File: src/rtl/norm_pkg.sv
// Shared types and constants for the integer-to-mini-float normalizer front end.
package norm_pkg;

  typedef enum logic [1:0] {
    IDLE  = 2'd0,
    SHIFT = 2'd1,
    DONE  = 2'd2
  } norm_state_t;

  localparam int NORM_W  = 8;
  localparam int NORM_EW = 3;

endpackage

File: src/rtl/lzd_n.sv
// Combinational W-bit leading-zero counter; returns W for an all-zero input.
module lzd_n #(
  parameter int W = 8
) (
  input  logic [W-1:0]         in_data,
  output logic [$clog2(W):0]   lz
);

  localparam int CW = $clog2(W) + 1;

  // Scan upward so the highest set bit is the last one to win.
  always_comb begin
    lz = CW'(W);
    for (int unsigned i = 0; i < W; i++) begin
      if (in_data[i]) begin
        lz = CW'(W - 1 - i);
      end
    end
  end

endmodule

File: src/rtl/norm8_seq.sv
// Iterative left-normalizer: accepts an operand, shifts one bit per cycle until
// the MSB is set, then presents mantissa, exponent and zero flag.
module norm8_seq
  import norm_pkg::*;
#(
  parameter int W  = NORM_W,
  parameter int EW = NORM_EW
) (
  input  logic          clk,
  input  logic          rst,
  input  logic [W-1:0]  in_data,
  input  logic          in_valid,
  output logic          in_ready,
  output logic [W-1:0]  out_mant,
  output logic [EW-1:0] out_exp,
  output logic          out_zero,
  output logic          out_valid,
  input  logic          out_ready
);

  localparam int CW = $clog2(W) + 1;

  norm_state_t   state_q, state_d;
  logic [W-1:0]  mant_q, mant_d;
  logic [EW-1:0] exp_q, exp_d;
  logic [CW-1:0] cnt_q, cnt_d;
  logic          zero_q, zero_d;
  logic [CW-1:0] lz;

  lzd_n #(.W(W)) u_lzd (
    .in_data (in_data),
    .lz      (lz)
  );

  always_comb begin
    state_d = state_q;
    mant_d  = mant_q;
    exp_d   = exp_q;
    cnt_d   = cnt_q;
    zero_d  = zero_q;
    case (state_q)
      IDLE: begin
        if (in_valid) begin
          mant_d = in_data;
          cnt_d  = lz;
          exp_d  = EW'(CW'(W - 1) - lz);
          if (in_data == '0) begin
            zero_d  = 1'b1;
            mant_d  = '0;
            exp_d   = '0;
            state_d = DONE;
          end else if (lz == '0) begin
            state_d = DONE;
          end else begin
            state_d = SHIFT;
          end
        end
      end
      SHIFT: begin
        mant_d = {mant_q[W-2:0], 1'b0};
        cnt_d  = cnt_q - CW'(1);
        if (cnt_q == CW'(1)) begin
          state_d = DONE;
        end
      end
      DONE: begin
        if (out_ready) begin
          state_d = IDLE;
          zero_d  = 1'b0;
        end
      end
      default: state_d = IDLE;
    endcase
  end

  always_ff @(posedge clk) begin
    if (rst) begin
      state_q <= IDLE;
      mant_q  <= '0;
      exp_q   <= '0;
      cnt_q   <= '0;
      zero_q  <= 1'b0;
    end else begin
      state_q <= state_d;
      mant_q  <= mant_d;
      exp_q   <= exp_d;
      cnt_q   <= cnt_d;
      zero_q  <= zero_d;
    end
  end

  assign in_ready  = (state_q == IDLE);
  assign out_valid = (state_q == DONE);
  assign out_mant  = mant_q;
  assign out_exp   = exp_q;
  assign out_zero  = zero_q;

endmodule

File: config.mk
export PLATFORM = sky130hd
export DESIGN_NAME = norm8_seq
export DESIGN_NICKNAME = d
export VERILOG_FILES = /design/src/rtl/norm_pkg.sv /design/src/rtl/lzd_n.sv /design/src/rtl/norm8_seq.sv
export SDC_FILE = /design/constraint.sdc
export NUM_CORES = 1
export LEC_CHECK = 0
export ABC_CLOCK_PERIOD_IN_PS = 4000
export BUFFER_PORTS_ARGS = -buffer_cell sky130_fd_sc_hd__buf_2
export CAP_MARGIN = 20
export CORE_MARGIN = 2
export CORE_UTILIZATION = 55
export DETAILED_ROUTE_END_ITERATION = 10
export MAX_ROUTING_LAYER = met4
export PLACE_DENSITY = 0.82
export SYNTH_ARGS = -nofsm -noshare
export SYNTH_HDL_FRONTEND = slang
export SYNTH_HIERARCHICAL = 1
export SYNTH_SLANG_ARGS = --single-unit
File: constraint.sdc
create_clock -name clk -period 4 [get_ports clk]
set_clock_uncertainty 0.15 [all_clocks]
set_input_delay 0 -clock clk [delete_from_list [all_inputs] [get_ports clk]]
set_output_delay 0 -clock clk [all_outputs]
set_load 0.03 [all_outputs]
==> results of run 1 <==
-- worst max-delay path: cells and delay by family (launching register included) --
kind,cells,cell delay (ns)
buf+inv,2,1.14
flops,1,0.68
compound gates,2,0.50
simple gates,1,0.04
-- metal layers --
metal,vias up,wire [um]
li1,546,-
met1,530,1202
met2,36,1425
met3,4,114
met4,0,43
met5,-,0
-- what timing repair did --
| item | CTS | global route |
|---|---|---|
| setup buffers | 0 | 0 |
| endpoints found under the hold margin | 17 | 0 |
| hold buffers | 19 | 0 |
-- cells by family after synthesis --
group,count (synthesis),share of synthesized area [%]
buffers and inverters,12,5.453
flip-flops,18,34.91
AO/OA/AOI/OAI,38,26.79
AND/OR/NAND/NOR,56,29.34
multiplexers,1,1.091
adder cells (fa/ha/maj),2,2.424
-- per-stage QoR --
step                      worst slack, ns  hold WS, ns  power [mW]  cells
final                               1.390      0.01617      0.5154    190
after global routing                1.226      0.03431      0.5460    190
after CTS                           1.475    0.0004540      0.5082    190
after detailed placement            2.023       0.1607      0.3959    168
after global placement              2.114       0.1475      0.3923    168
after floorplan                     2.319      0.01247      0.3565    127
-- worst max path at each step --
stage	start	endpoint	slack, ns
after floorplan	state_q[0]	state_q[0]	2.32
after global placement	state_q[0]	cnt_q[2]	2.11
after detailed placement	state_q[0]	out_mant[1]	2.02
after CTS	state_q[0]	out_mant[0]	1.47
after global routing	state_q[0]	out_mant[1]	1.23
final	state_q[0]	out_mant[0]	1.39
-- state kept, by name, indices dropped and copies added (netlist names) --
name / flops
out_mant: 8
out_zero: 1
cnt_q: 4
state_q: 2
out_exp: 3
-- synthesized netlist by cell type, types with 2 or more instances --
cell type / instances / area [um^2]
buf_4: 2 / 15.01
nor2b_1: 3 / 18.77
nand2_1: 19 / 71.32
or4_4: 2 / 22.52
or3b_2: 3 / 26.28
a211oi_1: 5 / 37.54
o21bai_1: 2 / 15.01
o21ai_0: 3 / 15.01
inv_1: 3 / 11.26
dfxtp_1: 18 / 360.4
a311oi_1: 7 / 61.31
a21oi_1: 10 / 50.05
nor4b_1: 3 / 26.28
ha_1: 2 / 25.02
nor3_1: 2 / 10.01
clkbuf_1: 4 / 15.01
buf_2: 2 / 10.01
nor2_1: 15 / 56.30
-- area by class of cell --
class                      instances  area [um^2]  share of cell area [%]
inverter                           3        11.26                  0.8303
timing repair buffer              44        315.3                   23.25
clock buffer                       3        22.52                   1.661
multi-input combinational         97        615.6                   45.39
tap                               25        31.28                   2.306
sequential                        18        360.3                   26.57
-- power by group through the flow --
stage	Clock (mW)	Sequential (mW)	Combinational, mW
2_1_floorplan	0	0.249	0.107
3_3_place_gp	0	0.228	0.164
3_5_place_dp	0	0.230	0.166
4_1_cts	0.0921	0.226	0.190
5_1_grt	0.101	0.232	0.213
6_report	0.0902	0.228	0.197
==> report_table.html, run 1 <==
<table>
<tr><th>Metric</th><th>Value</th></tr>
<tr><th colspan="2">Status</th></tr>
<tr><td>Result of the run</td><td>finished, final reports clean</td></tr>
<tr><th colspan="2">Setup path</th></tr>
<tr><td>Most frequent CP cell</td><td>dlygate4sd3_1</td></tr>
<tr><td>Worst reg2reg path endpoint</td><td>out_mant[0]</td></tr>
<tr><td>Startpoint kind of the worst setup timing path</td><td>register</td></tr>
<tr><td>Crit end category</td><td>register</td></tr>
<tr><td>Critical Path Max Stage Delay</td><td>0.68 ns</td></tr>
<tr><td>CP Data Arrival Time</td><td>2.65 ns</td></tr>
<tr><td>Crit-path cells</td><td>o21bai_1, a32oi_1, dlygate4sd3_1, nor2_1, dlygate4sd3_1</td></tr>
<tr><td>Reg-to-Reg Start</td><td>state_q[0]</td></tr>
<tr><td>Classification of the worst setup path</td><td>reg -&gt; reg</td></tr>
<tr><td>Highest fanout seen on the critical path</td><td>18</td></tr>
<tr><td>Highest-delay cell along the critical path</td><td>dfxtp_1</td></tr>
<tr><td>Logic depth of the worst register-to-register path</td><td>5</td></tr>
<tr><td>Data required time of the critical path</td><td>4.04 ns</td></tr>
<tr><td>Reg2reg setup slack</td><td>1.39 ns</td></tr>
<tr><th colspan="2">STA</th></tr>
<tr><td>Tmin final</td><td>2.610 ns</td></tr>
<tr><td>Maximum clock rate</td><td>0.3831 GHz</td></tr>
<tr><td>Total Negative Setup Slacks</td><td>0 ns</td></tr>
<tr><td>Transition time at the pin with the least slew margin</td><td>0.7698 ns</td></tr>
<tr><td>Setup repair after global routing missed its margin</td><td>false</td></tr>
<tr><td>Period Utilization, post-route</td><td>65.26%</td></tr>
<tr><td>Final setup viols</td><td>0</td></tr>
<tr><td>Worst relative slew slack</td><td>48.57%</td></tr>
<tr><td>Final hold violations</td><td>0</td></tr>
<tr><td>Slew Viols, Final</td><td>0</td></tr>
<tr><th colspan="2">Placed design</th></tr>
<tr><td>Estimated wirelength of the detail-placed design</td><td>1643 um</td></tr>
<tr><td>Post-DP Area</td><td>1144 um^2</td></tr>
<tr><td>Final GP Congestion</td><td>0.8229</td></tr>
<tr><td>I/O Buffers</td><td>25</td></tr>
<tr><th colspan="2">Detailed routing</th></tr>
<tr><td>Total detailed-routing wirelength</td><td>2785 um</td></tr>
<tr><td>Post-DR wirelength/cell</td><td>14.66 um</td></tr>
<tr><td>Length of the first detailed-routing pass in iterations</td><td>4</td></tr>
<tr><td>Post-detailed-route DRC marker count</td><td>0</td></tr>
<tr><td>Routed vias/inst</td><td>5.874</td></tr>
<tr><td>Antenna-violating nets left</td><td>0</td></tr>
<tr><td>Vias after detailed routing</td><td>1116</td></tr>
<tr><td>Iteration-0 DRC count of the detailed router</td><td>35</td></tr>
<tr><th colspan="2">Finish</th></tr>
<tr><td>Layout Utilization</td><td>77.71%</td></tr>
<tr><td>Commonest cells after routing, fill and taps aside</td><td>25 x buf_2, 19 x nand2_1, 19 x dlygate4sd3_1, 18 x dfxtp_1, 15 x nor2_1</td></tr>
<tr><td>Number of nets in the final layout</td><td>181</td></tr>
<tr><td>Post-synthesis to final-layout area growth</td><td>31.39%</td></tr>
<tr><td>Cell area after layout</td><td>1356 um^2</td></tr>
<tr><td>Most common cell after layout, fill and taps aside</td><td>buf_2</td></tr>
<tr><td>Share of post-route cells with drive strength above 1</td><td>24.24%</td></tr>
<tr><td>Antenna diode count</td><td>0</td></tr>
<tr><td>Fill cell total of the finished layout</td><td>114</td></tr>
<tr><th colspan="2">Yosys</th></tr>
<tr><td>Sequential area share after synthesis</td><td>34.91%</td></tr>
<tr><td>Mapped Nets</td><td>141</td></tr>
<tr><td>Top flip-flop cell by instance count after synthesis</td><td>dfxtp_1</td></tr>
<tr><td>Syn. warnings</td><td>6</td></tr>
<tr><td>Share of async-settable or async-resettable flops after synthesis</td><td>0%</td></tr>
<tr><td>Flip-flop and latch count after synthesis</td><td>18</td></tr>
<tr><td>EDFF count, synth</td><td>0</td></tr>
<tr><td>Distinct cell type count of the synthesized netlist</td><td>40</td></tr>
<tr><td>Syn Std Cell Area</td><td>1032 um^2</td></tr>
<tr><td>Number of instances in the synthesized netlist</td><td>127</td></tr>
<tr><td>Post-Synthesis Mean Instance Area</td><td>8.128 um^2</td></tr>
<tr><th colspan="2">Clock network</th></tr>
<tr><td>CTS tree</td><td>yes</td></tr>
<tr><td>Clock latency on the worst-skew pair</td><td>0.30 ns</td></tr>
<tr><td>Resize count post-CTS</td><td>0</td></tr>
<tr><td>Number of buffers on the longest clock path</td><td>2</td></tr>
<tr><td>CTS clock-pin slew for the worst setup and hold paths</td><td>0.09 ns</td></tr>
<tr><td>Clock sink total</td><td>18</td></tr>
<tr><td>Max H-tree Level</td><td>1</td></tr>
<tr><td>Total clock buffers created by CTS</td><td>3</td></tr>
<tr><td>Clk Tree Root Cell</td><td>clkbuf_4</td></tr>
<tr><th colspan="2">Die</th></tr>
<tr><td>Die Y-Extent</td><td>47.32 um</td></tr>
<tr><td>Die outline width</td><td>47.32 um</td></tr>
<tr><td>FP Rows</td><td>15</td></tr>
<tr><td>Area enclosed by the die boundary</td><td>2239 um^2</td></tr>
<tr><td>Core Box Area</td><td>1745 um^2</td></tr>
<tr><td>Starting utilization of the core area</td><td>59.14%</td></tr>
<tr><td>I/O pin count</td><td>26</td></tr>
<tr><th colspan="2">GRT</th></tr>
<tr><td>Met3 track demand over resource</td><td>6.154%</td></tr>
<tr><td>Global-route wire length before repair</td><td>4367 um</td></tr>
<tr><td>Global Route met2 Usage</td><td>48.38%</td></tr>
<tr><td>Initial antenna violation count</td><td>0</td></tr>
<tr><td>GRT Util Overall</td><td>29.11%</td></tr>
<tr><td>Via count of the first global-routing pass</td><td>1001</td></tr>
<tr><td>M1 GR Usage</td><td>33.72%</td></tr>
<tr><td>Total congestion overflow after global routing</td><td>0</td></tr>
<tr><td>Peak-usage layer in the global routing report</td><td>met2</td></tr>
<tr><td>Pin count of the biggest net entering global routing</td><td>19</td></tr>
<tr><th colspan="2">Pwr</th></tr>
<tr><td>Sequential share of power</td><td>44.3%</td></tr>
<tr><td>Net Switching</td><td>0.1965 mW</td></tr>
<tr><td>Share of power burned in combinational logic</td><td>38.2%</td></tr>
<tr><td>PD cells</td><td>380.0 nW/um^2</td></tr>
<tr><td>Switching power share of the total</td><td>38.13%</td></tr>
<tr><td>Leakage dissipation</td><td>0.5690 nW</td></tr>
<tr><td>Part of the power in the clock network</td><td>17.5%</td></tr>
<tr><td>Pint</td><td>0.3189 mW</td></tr>
<tr><td>Worst voltage drop across the vdd grid</td><td>344.8 uV</td></tr>
<tr><th colspan="2">Run</th></tr>
<tr><td>Max cap viols</td><td>0</td></tr>
<tr><th colspan="2">Min path</th></tr>
<tr><td>Worst hold-check path type</td><td>in -&gt; reg</td></tr>
<tr><td>HP Start</td><td>in_valid</td></tr>
<tr><td>End point of the worst hold path</td><td>out_exp[2]</td></tr>
<tr><td>Hold Path Cell Cnt</td><td>4</td></tr>
</table>
No activity file was read; power rests on OpenSTA's default activity.
==> run 2, diff against run 1 <==
--- a/config.mk
+++ b/config.mk
@@ -5,14 +5,15 @@
 export SDC_FILE = /design/constraint.sdc
 export NUM_CORES = 1
 export LEC_CHECK = 0
-export ABC_CLOCK_PERIOD_IN_PS = 4000
+export ABC_AREA = 1
+export ABC_CLOCK_PERIOD_IN_PS = 2190
 export BUFFER_PORTS_ARGS = -buffer_cell sky130_fd_sc_hd__buf_2
 export CAP_MARGIN = 20
 export CORE_MARGIN = 2
-export CORE_UTILIZATION = 55
+export CORE_UTILIZATION = 47
 export DETAILED_ROUTE_END_ITERATION = 10
 export MAX_ROUTING_LAYER = met4
-export PLACE_DENSITY = 0.82
+export PLACE_DENSITY = 0.74
 export SYNTH_ARGS = -nofsm -noshare
 export SYNTH_HDL_FRONTEND = slang
 export SYNTH_HIERARCHICAL = 1
==> constraint.sdc (replaced) <==
create_clock -name clk -period 2.19 [get_ports clk]
set_clock_uncertainty 0.15 [all_clocks]
set_input_delay 0 -clock clk [delete_from_list [all_inputs] [get_ports clk]]
set_output_delay 0 -clock clk [all_outputs]
set_load 0.03 [all_outputs]
==> report_table.html, run 2 <==
<table>
<tr><th>Metric</th><th>Value</th></tr>
<tr><th colspan="2">Placed design</th></tr>
<tr><td>Estimated wirelength of the detail-placed design</td><td>1882 um (+15%)</td></tr>
<tr><td>Worst slack, placed</td><td>0.7114 ns (-1.311 ns)</td></tr>
<tr><td>I/O Buffers</td><td>25 (unchanged)</td></tr>
<tr><td>Final GP Congestion</td><td>0.8719 (+6.0%)</td></tr>
<tr><td>Dpl cells</td><td>223 (+33%)</td></tr>
<tr><th colspan="2">Yosys</th></tr>
<tr><td>Share of async-settable or async-resettable flops after synthesis</td><td>0% (unchanged)</td></tr>
<tr><td>Distinct cell type count of the synthesized netlist</td><td>22 (-45%)</td></tr>
<tr><td>Flip-flop and latch count after synthesis</td><td>18 (unchanged)</td></tr>
<tr><td>Top flip-flop cell by instance count after synthesis</td><td>dfxtp_1</td></tr>
<tr><td>Dominant cell type by area after synthesis</td><td>dfxtp_1</td></tr>
<tr><td>Mapped Nets</td><td>187 (+33%)</td></tr>
<tr><td>Dominant cells by area after synthesis</td><td>dfxtp_1 33%, nand2_1 17%, nor2_1 11%</td></tr>
<tr><td>Post-Synthesis Mean Instance Area</td><td>6.242 um^2 (-23%)</td></tr>
<tr><td>Syn Std Cell Area</td><td>1080 um^2 (+4.6%)</td></tr>
<tr><td>Top-area cell type share of the netlist area</td><td>33.37% (-1.5 points)</td></tr>
<tr><td>EDFF count, synth</td><td>0 (unchanged)</td></tr>
<tr><td>Syn. warnings</td><td>6 (unchanged)</td></tr>
<tr><td>Commonest cells in the synthesized netlist</td><td>49 x nand2_1, 31 x nor2_1, 20 x inv_1</td></tr>
<tr><td>Sequential area share after synthesis</td><td>33.37% (-1.5 points)</td></tr>
<tr><td>Number of instances in the synthesized netlist</td><td>173 (+36%)</td></tr>
<tr><td>Most common cell in the synthesized netlist</td><td>nand2_1</td></tr>
<tr><th colspan="2">Detailed routing</th></tr>
<tr><td>Routed vias/inst</td><td>4.992 (-15%)</td></tr>
<tr><td>Length of the first detailed-routing pass in iterations</td><td>4 (unchanged)</td></tr>
<tr><td>Total detailed-routing wirelength</td><td>2708 um (-2.8%)</td></tr>
<tr><td>Iteration-0 DRC count of the detailed router</td><td>41 (+17%)</td></tr>
<tr><td>Post-DR wirelength/cell</td><td>11.38 um (-22%)</td></tr>
<tr><td>Post-detailed-route DRC marker count</td><td>0 (unchanged)</td></tr>
<tr><td>Antenna-violating nets left</td><td>0 (unchanged)</td></tr>
<tr><td>Vias after detailed routing</td><td>1188 (+6.5%)</td></tr>
<tr><th colspan="2">Die</th></tr>
<tr><td>Starting utilization of the core area</td><td>49.29% (-9.9 points)</td></tr>
<tr><td>Die outline width</td><td>51.93 um (+9.7%)</td></tr>
<tr><td>I/O pin count</td><td>26 (unchanged)</td></tr>
<tr><td>FP Rows</td><td>17 (+2)</td></tr>
<tr><td>Die Y-Extent</td><td>51.93 um (+9.7%)</td></tr>
<tr><td>Area enclosed by the die boundary</td><td>2697 um^2 (+20%)</td></tr>
<tr><td>Core Box Area</td><td>2191 um^2 (+26%)</td></tr>
<tr><th colspan="2">Finish</th></tr>
<tr><td>Number of standard cells in the final layout excluding fillers</td><td>238 (+25%)</td></tr>
<tr><td>Most common cell after layout, fill and taps aside</td><td>nand2_1</td></tr>
<tr><td>Commonest cells after routing, fill and taps aside</td><td>49 x nand2_1, 31 x nor2_1, 25 x buf_2, 20 x inv_1, 18 x dfxtp_1</td></tr>
<tr><td>Max reg flops</td><td>8 (unchanged)</td></tr>
<tr><td>Post-synthesis to final-layout area growth</td><td>25.38%</td></tr>
<tr><td>Share of post-route cells with drive strength above 1</td><td>19.52% (-4.7 points)</td></tr>
<tr><td>Fill cell total of the finished layout</td><td>215 (+89%)</td></tr>
<tr><td>Area of combinational cells with multiple inputs</td><td>593.1 um^2 (-3.7%)</td></tr>
<tr><td>Sequential standard cell area</td><td>360.3 um^2 (unchanged)</td></tr>
<tr><td>Number of nets in the final layout</td><td>226 (+25%)</td></tr>
<tr><td>Antenna diode count</td><td>0 (unchanged)</td></tr>
<tr><th colspan="2">Setup path</th></tr>
<tr><td>Logic depth of the worst register-to-register path</td><td>7 (+2)</td></tr>
<tr><td>Startpoint kind of the worst setup timing path</td><td>register</td></tr>
<tr><td>Crit end category</td><td>register</td></tr>
<tr><td>Highest-delay cell along the critical path</td><td>dlygate4sd3_1</td></tr>
<tr><td>Number of buffers and inverters on the critical path</td><td>2 (unchanged)</td></tr>
<tr><td>CP Data Arrival Time</td><td>1.89 ns (-0.76 ns)</td></tr>
<tr><td>Most frequent CP cell</td><td>nand2_1</td></tr>
<tr><td>Crit-path cells</td><td>inv_2, nand3_1, nand2_1, nor2_1, nand2_1, a21oi_1, dlygate4sd3_1</td></tr>
<tr><td>Data required time of the critical path</td><td>2.29 ns (-1.75 ns)</td></tr>
<tr><td>Highest fanout seen on the critical path</td><td>5 (-13)</td></tr>
<tr><td>Critical Path Max Stage Delay</td><td>0.55 ns (-0.13 ns)</td></tr>
<tr><td>Reg2reg setup slack</td><td>0.39 ns (-1.00 ns)</td></tr>
<tr><td>Reg-to-Reg Start</td><td>state_q[0]</td></tr>
<tr><td>Classification of the worst setup path</td><td>reg -&gt; reg</td></tr>
<tr><td>Cell type group with the largest total delay on the critical path</td><td>buffers and inverters</td></tr>
<tr><td>Worst reg2reg path endpoint</td><td>out_zero</td></tr>
<tr><th colspan="2">STA</th></tr>
<tr><td>Tmin final</td><td>1.796 ns (-0.8140 ns)</td></tr>
<tr><td>Setup repair after global routing missed its margin</td><td>false</td></tr>
<tr><td>Maximum clock rate</td><td>0.5567 GHz (+45%)</td></tr>
<tr><td>Slew Viols, Final</td><td>0 (unchanged)</td></tr>
<tr><td>Worst Setup Slack, final</td><td>0.3937 ns (-0.9960 ns)</td></tr>
<tr><td>Final hold violations</td><td>0 (unchanged)</td></tr>
<tr><td>Transition time at the pin with the least slew margin</td><td>0.4456 ns (-0.3242 ns)</td></tr>
<tr><td>Period Utilization, post-route</td><td>82.02% (+17 points)</td></tr>
<tr><td>Final setup viols</td><td>0 (unchanged)</td></tr>
<tr><td>Hold WS</td><td>0.1153 ns (+0.09911 ns)</td></tr>
<tr><td>Total Negative Setup Slacks</td><td>0 ns (unchanged)</td></tr>
<tr><td>Worst relative slew slack</td><td>70.26% (+22 points)</td></tr>
<tr><th colspan="2">GRT</th></tr>
<tr><td>Initial antenna violation count</td><td>0 (unchanged)</td></tr>
<tr><td>Global-route wire length before repair</td><td>4326 um (-0.94%)</td></tr>
<tr><td>Pin count of the biggest net entering global routing</td><td>17 (-2)</td></tr>
<tr><td>Total congestion overflow after global routing</td><td>0 (unchanged)</td></tr>
<tr><td>GRT Util Overall</td><td>22.14% (-7.0 points)</td></tr>
<tr><td>Via count of the first global-routing pass</td><td>1006 (+0.50%)</td></tr>
<tr><th colspan="2">Clock network</th></tr>
<tr><td>Clock latency on the worst-skew pair</td><td>0.30 ns (about the same)</td></tr>
<tr><td>Total clock buffers created by CTS</td><td>3 (unchanged)</td></tr>
<tr><td>Number of setup buffers added after CTS</td><td>0 (unchanged)</td></tr>
<tr><td>CTS clock-pin slew for the worst setup and hold paths</td><td>0.10 ns (about the same)</td></tr>
<tr><td>Max H-tree Level</td><td>1 (unchanged)</td></tr>
<tr><td>Number of buffers on the longest clock path</td><td>2 (unchanged)</td></tr>
<tr><td>CTS tree</td><td>yes</td></tr>
<tr><td>Clock sink total</td><td>18 (unchanged)</td></tr>
<tr><td>Clk Tree Root Cell</td><td>clkbuf_4</td></tr>
<tr><th colspan="2">Min path</th></tr>
<tr><td>End point of the worst hold path</td><td>out_exp[2]</td></tr>
<tr><td>Worst hold-check path type</td><td>in -&gt; reg</td></tr>
<tr><td>HP Start</td><td>in_data[0]</td></tr>
<tr><td>Hold Path Cell Cnt</td><td>7 (+3)</td></tr>
<tr><th colspan="2">Pwr</th></tr>
<tr><td>Total Power Consumption</td><td>1.271 mW (+150%)</td></tr>
<tr><td>PD cells</td><td>938.9 nW/um^2 (+150%)</td></tr>
<tr><td>Worst voltage drop across the vdd grid</td><td>544.7 uV (+58%)</td></tr>
<tr><td>Leakage dissipation</td><td>0.7085 nW (+25%)</td></tr>
<tr><th colspan="2">Status</th></tr>
<tr><td>Result of the run</td><td>finished, final reports clean</td></tr>
<tr><th colspan="2">Run</th></tr>
<tr><td>Max cap viols</td><td>0 (unchanged)</td></tr>
</table>
-- run 2: tightest hold or removal path: cells and delay by family --
family                 cells  cell delay, ns
AO/OA/AOI/OAI              1            0.10
AND/OR/NAND/NOR            4            0.21
buffers and inverters      2            0.21
-- run 2: timing repair --
item	in CTS	in global routing
hold buffers	12	0
endpoints found under the hold margin	15	0
resized for setup	0	0
-- run 2: worst max path at each step --
stage          depth (start not counted)          end  startpoint  slack [ns]
6_report                               7     out_zero  state_q[0]        0.39
5_1_grt                                6  out_mant[0]  state_q[1]        0.28
4_1_cts                                6  out_mant[0]  state_q[1]        0.38
3_5_place_dp                           7  out_mant[5]  state_q[0]        0.71
3_3_place_gp                           7  out_mant[2]  state_q[0]        0.75
2_1_floorplan                          6  out_mant[0]  state_q[1]        0.85
-- run 2: layer usage --
metal  vias up  track usage [%]  wire length [um]
li1        614                -                 -
met1       531            26.63              1207
met2        37            36.08              1312
met3         6            3.736               143
met4         0            10.09                44
met5         -                -                 0
-- run 2: layout make-up --
type	instances	share of cell area, %
clock buffer	3	1.664
inverter	26	7.209
multi-input combinational	126	43.81
sequential	18	26.62
tap	28	2.588
timing repair buffer	37	18.11
-- run 2: per-stage QoR --
| step | cell area, um^2 | util [%] |
|---|---|---|
| 2_1_floorplan | 1080 | - |
| 3_3_place_gp | 1211 | 55.28 |
| 3_5_place_dp | 1211 | 55.28 |
| 4_1_cts | 1354 | 61.79 |
| 5_1_grt | 1354 | 61.79 |
| 6_report | 1354 | 61.79 |
-- run 2: where the power goes --
group,leakage [nW],internal (mW),switching [mW]
logic,0.546,0.201,0.427
clock network,0.0138,0.0642,0.109
registers,0.149,0.406,0.0637
-- run 2: cell families (layout without fill, tap and decap cells) --
group	after synthesis	count (layout)	synth area share, %
simple gates	94	94	37.78
compound gates	30	30	14.83
fa+ha+maj	2	2	2.317
flops	18	18	33.37
buf+inv	29	66	11.70
